### config.mk
export PLATFORM = sky130hd
export DESIGN_NAME = mem_io_unit
export DESIGN_NICKNAME = d
export VERILOG_FILES = /design/src/rtl/mem_io_unit.sv
export SDC_FILE = /design/constraint.sdc
export NUM_CORES = 1
export LEC_CHECK = 0
export BUFFER_PORTS_ARGS = -buffer_cell sky130_fd_sc_hd__buf_2
export CAP_MARGIN = 5
export CORE_AREA = 2 2 80 82
export DETAILED_ROUTE_END_ITERATION = 7
export DIE_AREA = 0 0 82 84
export GPL_TIMING_DRIVEN = 0
export PLACE_DENSITY_LB_ADDON = 0.08
export SYNTH_ARGS = -nofsm -noshare
export SYNTH_HDL_FRONTEND = slang
export SYNTH_SLANG_ARGS = --single-unit
### constraint.sdc
create_clock -name Clk -period 2.3 [get_ports Clk]
set_input_delay 0.23 -clock Clk [delete_from_list [all_inputs] [get_ports Clk]]
set_output_delay 0.23 -clock Clk [all_outputs]
set_load 0.005 [all_outputs]
### src/rtl/mem_io_unit.sv
`default_nettype none
// =====================================================================
// mem_io_unit : LC-3 memory-access stage holding MAR/MDR, running a
//               req/ready memory handshake and local keyboard/display regs
// Rev 1.0
// =====================================================================
module mem_io_unit (
   input  logic        Clk,
   input  logic        Reset_n,
   input  logic [15:0] Bus_In,
   input  logic        LD_MAR,
   input  logic        LD_MDR,
   input  logic        MIO_EN,
   input  logic        R_W,
   output logic [15:0] MAR,
   output logic [15:0] MDR,
   output logic        R,
   output logic        Mem_Req,
   output logic        Mem_WE,
   output logic [15:0] Mem_Addr,
   output logic [15:0] Mem_WData,
   input  logic [15:0] Mem_RData,
   input  logic        Mem_Ready,
   input  logic        Kb_Strobe,
   input  logic [7:0]  Kb_Data,
   input  logic        Disp_Ready,
   output logic        Disp_Valid,
   output logic [7:0]  Disp_Data
);

   typedef enum logic [1:0] {
      IDLE     = 2'd0,
      MEM_WAIT = 2'd1,
      DONE     = 2'd2
   } state_t;

   state_t      state_q, state_d;
   logic [15:0] mar_q, mar_d;
   logic [15:0] mdr_q, mdr_d;
   logic [7:0]  kbdr_q, kbdr_d;
   logic [7:0]  disp_data_q, disp_data_d;
   logic        kb_ready_q, kb_ready_d;
   logic        rw_q, rw_d;
   logic        r_q, r_d;
   logic        mem_req_q, mem_req_d;
   logic        mem_we_q, mem_we_d;
   logic        disp_valid_q, disp_valid_d;
   logic        is_dev;

   // Device registers sit at the four even addresses xFE00..xFE06
   assign is_dev = (mar_q[15:3] == 13'h1FC0) && !mar_q[0];

   always_comb begin
      state_d      = state_q;
      mar_d        = mar_q;
      mdr_d        = mdr_q;
      kbdr_d       = kbdr_q;
      kb_ready_d   = kb_ready_q;
      disp_data_d  = disp_data_q;
      rw_d         = rw_q;
      r_d          = 1'b0;
      mem_req_d    = 1'b0;
      mem_we_d     = 1'b0;
      disp_valid_d = 1'b0;

      if (LD_MDR && !MIO_EN) begin
         mdr_d = Bus_In;
      end
      if (Kb_Strobe) begin
         kbdr_d = Kb_Data;
      end

      case (state_q)
         IDLE: begin
            if (LD_MAR) begin
               mar_d = Bus_In;
            end
            if (MIO_EN) begin
               rw_d = R_W;
               if (is_dev) begin
                  state_d = DONE;
                  r_d     = 1'b1;
                  if (!R_W) begin
                     case (mar_q[2:1])
                        2'd0: mdr_d = {kb_ready_q, 15'b0};
                        2'd1: begin
                           mdr_d      = {8'h00, kbdr_q};
                           kb_ready_d = 1'b0;
                        end
                        2'd2: mdr_d = {Disp_Ready, 15'b0};
                        2'd3: mdr_d = 16'h0000;
                     endcase
                  end else if (mar_q[2:1] == 2'd3) begin
                     disp_data_d  = mdr_q[7:0];
                     disp_valid_d = 1'b1;
                  end
               end else begin
                  state_d   = MEM_WAIT;
                  mem_req_d = 1'b1;
                  mem_we_d  = R_W;
               end
            end
         end
         MEM_WAIT: begin
            if (Mem_Ready) begin
               state_d = DONE;
               r_d     = 1'b1;
               if (!rw_q) begin
                  mdr_d = Mem_RData;
               end
            end else begin
               mem_req_d = 1'b1;
               mem_we_d  = rw_q;
            end
         end
         DONE:    state_d = IDLE;
         default: state_d = IDLE;
      endcase

      // A new key arriving with a KBDR read leaves the ready flag set
      if (Kb_Strobe) begin
         kb_ready_d = 1'b1;
      end
   end

   always_ff @(posedge Clk or negedge Reset_n) begin
      if (!Reset_n) begin
         state_q      <= IDLE;
         mar_q        <= 16'h0000;
         mdr_q        <= 16'h0000;
         kbdr_q       <= 8'h00;
         kb_ready_q   <= 1'b0;
         disp_data_q  <= 8'h00;
         rw_q         <= 1'b0;
         r_q          <= 1'b0;
         mem_req_q    <= 1'b0;
         mem_we_q     <= 1'b0;
         disp_valid_q <= 1'b0;
      end else begin
         state_q      <= state_d;
         mar_q        <= mar_d;
         mdr_q        <= mdr_d;
         kbdr_q       <= kbdr_d;
         kb_ready_q   <= kb_ready_d;
         disp_data_q  <= disp_data_d;
         rw_q         <= rw_d;
         r_q          <= r_d;
         mem_req_q    <= mem_req_d;
         mem_we_q     <= mem_we_d;
         disp_valid_q <= disp_valid_d;
      end
   end

   assign MAR        = mar_q;
   assign MDR        = mdr_q;
   assign R          = r_q;
   assign Mem_Req    = mem_req_q;
   assign Mem_WE     = mem_we_q;
   assign Mem_Addr   = mar_q;
   assign Mem_WData  = mdr_q;
   assign Disp_Valid = disp_valid_q;
   assign Disp_Data  = disp_data_q;

endmodule
`default_nettype wire

==> impl_results.md <==
- Status: complete, but fails checks
- Failing checks: negative hold slack
- Top cells by count, synth: 56 x dfrtp_1, 32 x buf_4, 26 x mux2_2
- Row cnt: 29
- Most common cell on crit path: buf_4
- CP endpoint kind: register
- Die X: ~82 um
- Slew margin rel.: ~43%
- Die area: 0.00689 mm2
- Tightest Hold Check Type: input pin to asynchronous set/reset pin
- #FFs+latches synth: 56
- Tot GR Track Use: a little under a fifth
- Peak supply drop: 0.517 mV
- Largest cells by area after synthesis: dfrtp_1 52%, mux2_2 11%, buf_4 9.0%
- H-tree levels: 2
- Top Layer Used: met4
- Largest net degree at the start of global routing: 57
- Crit Path Class: register to register
- RSZ-0062 raised after global routing: false
- Cts hold-fix bufs: 0
- Syn Area/Cell: around 12 um2
- Vias per Instance: approximately 4.8
- Metal-1 WL: ~2900 um
- Core Util, Final: 57.4%
- Initial antenna violation count: 0
- Max-cap violation count: 0
- DRC: 0
- GRT overflow: 0
- Antenna Cells: 0
- Largest area contributor in the netlist: dfrtp_1
- Leak pwr: 0.00183 uW
- TritonCTS clock tree: yes
- Max frequency: 462 MHz
- Cell chain of the critical path: or4bb_1 -> nor4_4 -> buf_4 -> buf_4 -> and2_0 -> clkbuf_2 -> o31ai_1
- Number of nets in the layout: 410
- Crit path buffers/inverters: 3
- Clk_skew: 0.00433 ns
- Share of post-route cells with drive strength above 1: 55.0%
- PwrDens: 980 mW/mm2
- Ys Warns: 0
- Synthesized area: around 0.0027 mm2
- CTS root buffer: clkbuf_8
- Ys flop type: dfrtp_1
- DR vias: 2098
- CP Max Fanout: 7
- Global-route wire length before repair: roughly 10000 um
- Net Count, Synth: 278
- Sequential-to-total area share from yosys stat: 52.4%
- Placed Area: 0.00339 mm2
- Initial Util: 43.9%
- Worst-margin pin slew: between 0.8 and 0.9 ns
- Core area: 0.00610 mm2
- Slowest cell delay on critical path: 0.59 ns
- TritonCTS Buffers: 5
- Hold Vio Cnt, Final: 38
- CTS sink count: 56
- Synth unique cells: 32
- # port buffers: 123
- Final WL: 6410 um
- ANT nets after route: 0
- Number of global-route vias before repair: 1947
- Period minus WS final: roughly 2.2 ns
- Largest delay share family, worst path: simple AND/OR/NAND/NOR gates
- Worst hold margin: -0.0486 ns
- Most common cell in the synthesized netlist: dfrtp_1
- Multi-input gate area: 963 um2
- Top cell type's share of synthesized area: 52.4%
- WL/cell: 14.6 um
- Number of synthesized flops with an enable pin: 0
- CP startpoint kind: register
- Chip height: 84 um
- Ys async rst share: between 90% and 100%
- Boundary Pins: 125
- GP Congestion: 0.704
- Met3 routed WL: between 400 and 500 um
- Required time worst endpoint: 2.47 ns
- Post-DP HPWL: between 4000 and 5000 um
- Crit path DAT: 2.34 ns
- Met2 routed WL: 2960 um
- Final period util: 94.1%
- Slowest cell on crit path: or4bb_1
- Initial DRT Pass Iterations: 4
- Storage cell area: between 0.001 and 0.0015 mm2
- Area Growth Syn to Fin: 30.9%
- Clk Latency, worst-skew pair: 0.31 ns
- Max Buffers Root-to-Sink: 2
- Final setup fails: 0
- Detailed Route Iter0 Violations: 65
- Reg clk slew, reported paths: 0.10 ns
- Post-Synthesis Cells: 229
- Post-Layout Inst Area: 0.00350 mm2
- Max-slew violation count: 0
- Fill cells: 567
cells in the final DEF (no fill, tap or decap), types with 2 or more instances in the layout:
master / n
clkbuf_8: 6
mux2_2: 26
nor2_1: 3
nand4_1: 2
nand2_1: 24
buf_2: 123
buf_4: 35
inv_1: 10
clkbuf_1: 6
a21o_1: 2
o31ai_1: 7
nor2b_1: 2
clkinv_2: 2
dfrtp_1: 56
o221ai_1: 7
nand2b_1: 4
o21ai_0: 11
a21oi_1: 4
mux2i_1: 16
worst paths after layout:
| check | start | to | slack (ns) | depth (start not counted) |
|---|---|---|---|---|
| setup / recovery | MAR[7] | MDR[9] | 0.13 | 7 |
| hold / removal | Reset_n | R | -0.05 | 1 |
| setup reg to reg | MAR[7] | MDR[9] | 0.13 | 7 |
| hold reg to reg | kb_ready_q | kb_ready_q | 0.50 | 1 |
| max in group asynchronous | Reset_n | MAR[6] | 1.84 | 1 |
| min in group Clk | Mem_RData[14] | MDR[14] | 0.12 | 3 |
repair_timing:
action | 4_1_cts | 5_1_grt
gates resized for setup | 1 | 0
buffers inserted | 2 | 0
endpoints found under the setup margin | 35 | 0
endpoints found under the hold margin | 0 | 0
kinds of logic (layout without fill, tap and decap cells):
| kind of cell | Yosys count | after routing | synth area share (%) |
|---|---|---|---|
| AOI/OAI and AO/OA | 34 | 34 | 8.61 |
| DFF | 56 | 56 | 52.4 |
| buffers and inverters | 51 | 184 | 11.7 |
| muxes | 42 | 42 | 16.9 |
| and+or+nand+nor | 46 | 46 | 10.3 |
final cells by class:
type,count,area share (%)
clock inverter,2,0.286
multi-input combinational,122,27.5
timing repair buffer,125,18.1
inverter,10,1.07
sequential,56,40.0
clock buffer,6,2.36
buffer,41,7.90
tap,77,2.75
routing by layer:
layer	vias to the layer above	global-route usage, %
met1	982	25.9
li1	1027	-
met3	4	3.79
met2	85	30.9
met4	0	4.55
met5	-	0
report_power, final:
group	switching (uW)	total (uW)	internal (uW)
combinational	512	1370	854
clock	320	562	241
sequential	254	1510	1250
registers in the layout (all words and copies together), names as in the netlist:
name        cells
MAR            16
MDR            16
Disp_Data       8
kbdr_q          8
state_q         2
Disp_Valid      1
Mem_Req         1
Mem_WE          1
R               1
kb_ready_q      1
rw_q            1
per-stage QoR:
stage	worst slack [ns]	setup TNS [ns]	total power (uW)	instances
global placement	-0.170	-3.23	2890	429
global route	0.0253	0	3680	439
CTS	0.144	0	3480	439
detailed placement	-0.196	-4.62	2910	429
floorplan	0.231	0	2270	229
finish	0.135	0	3430	439
No activity file was read; power rests on OpenSTA's default activity.
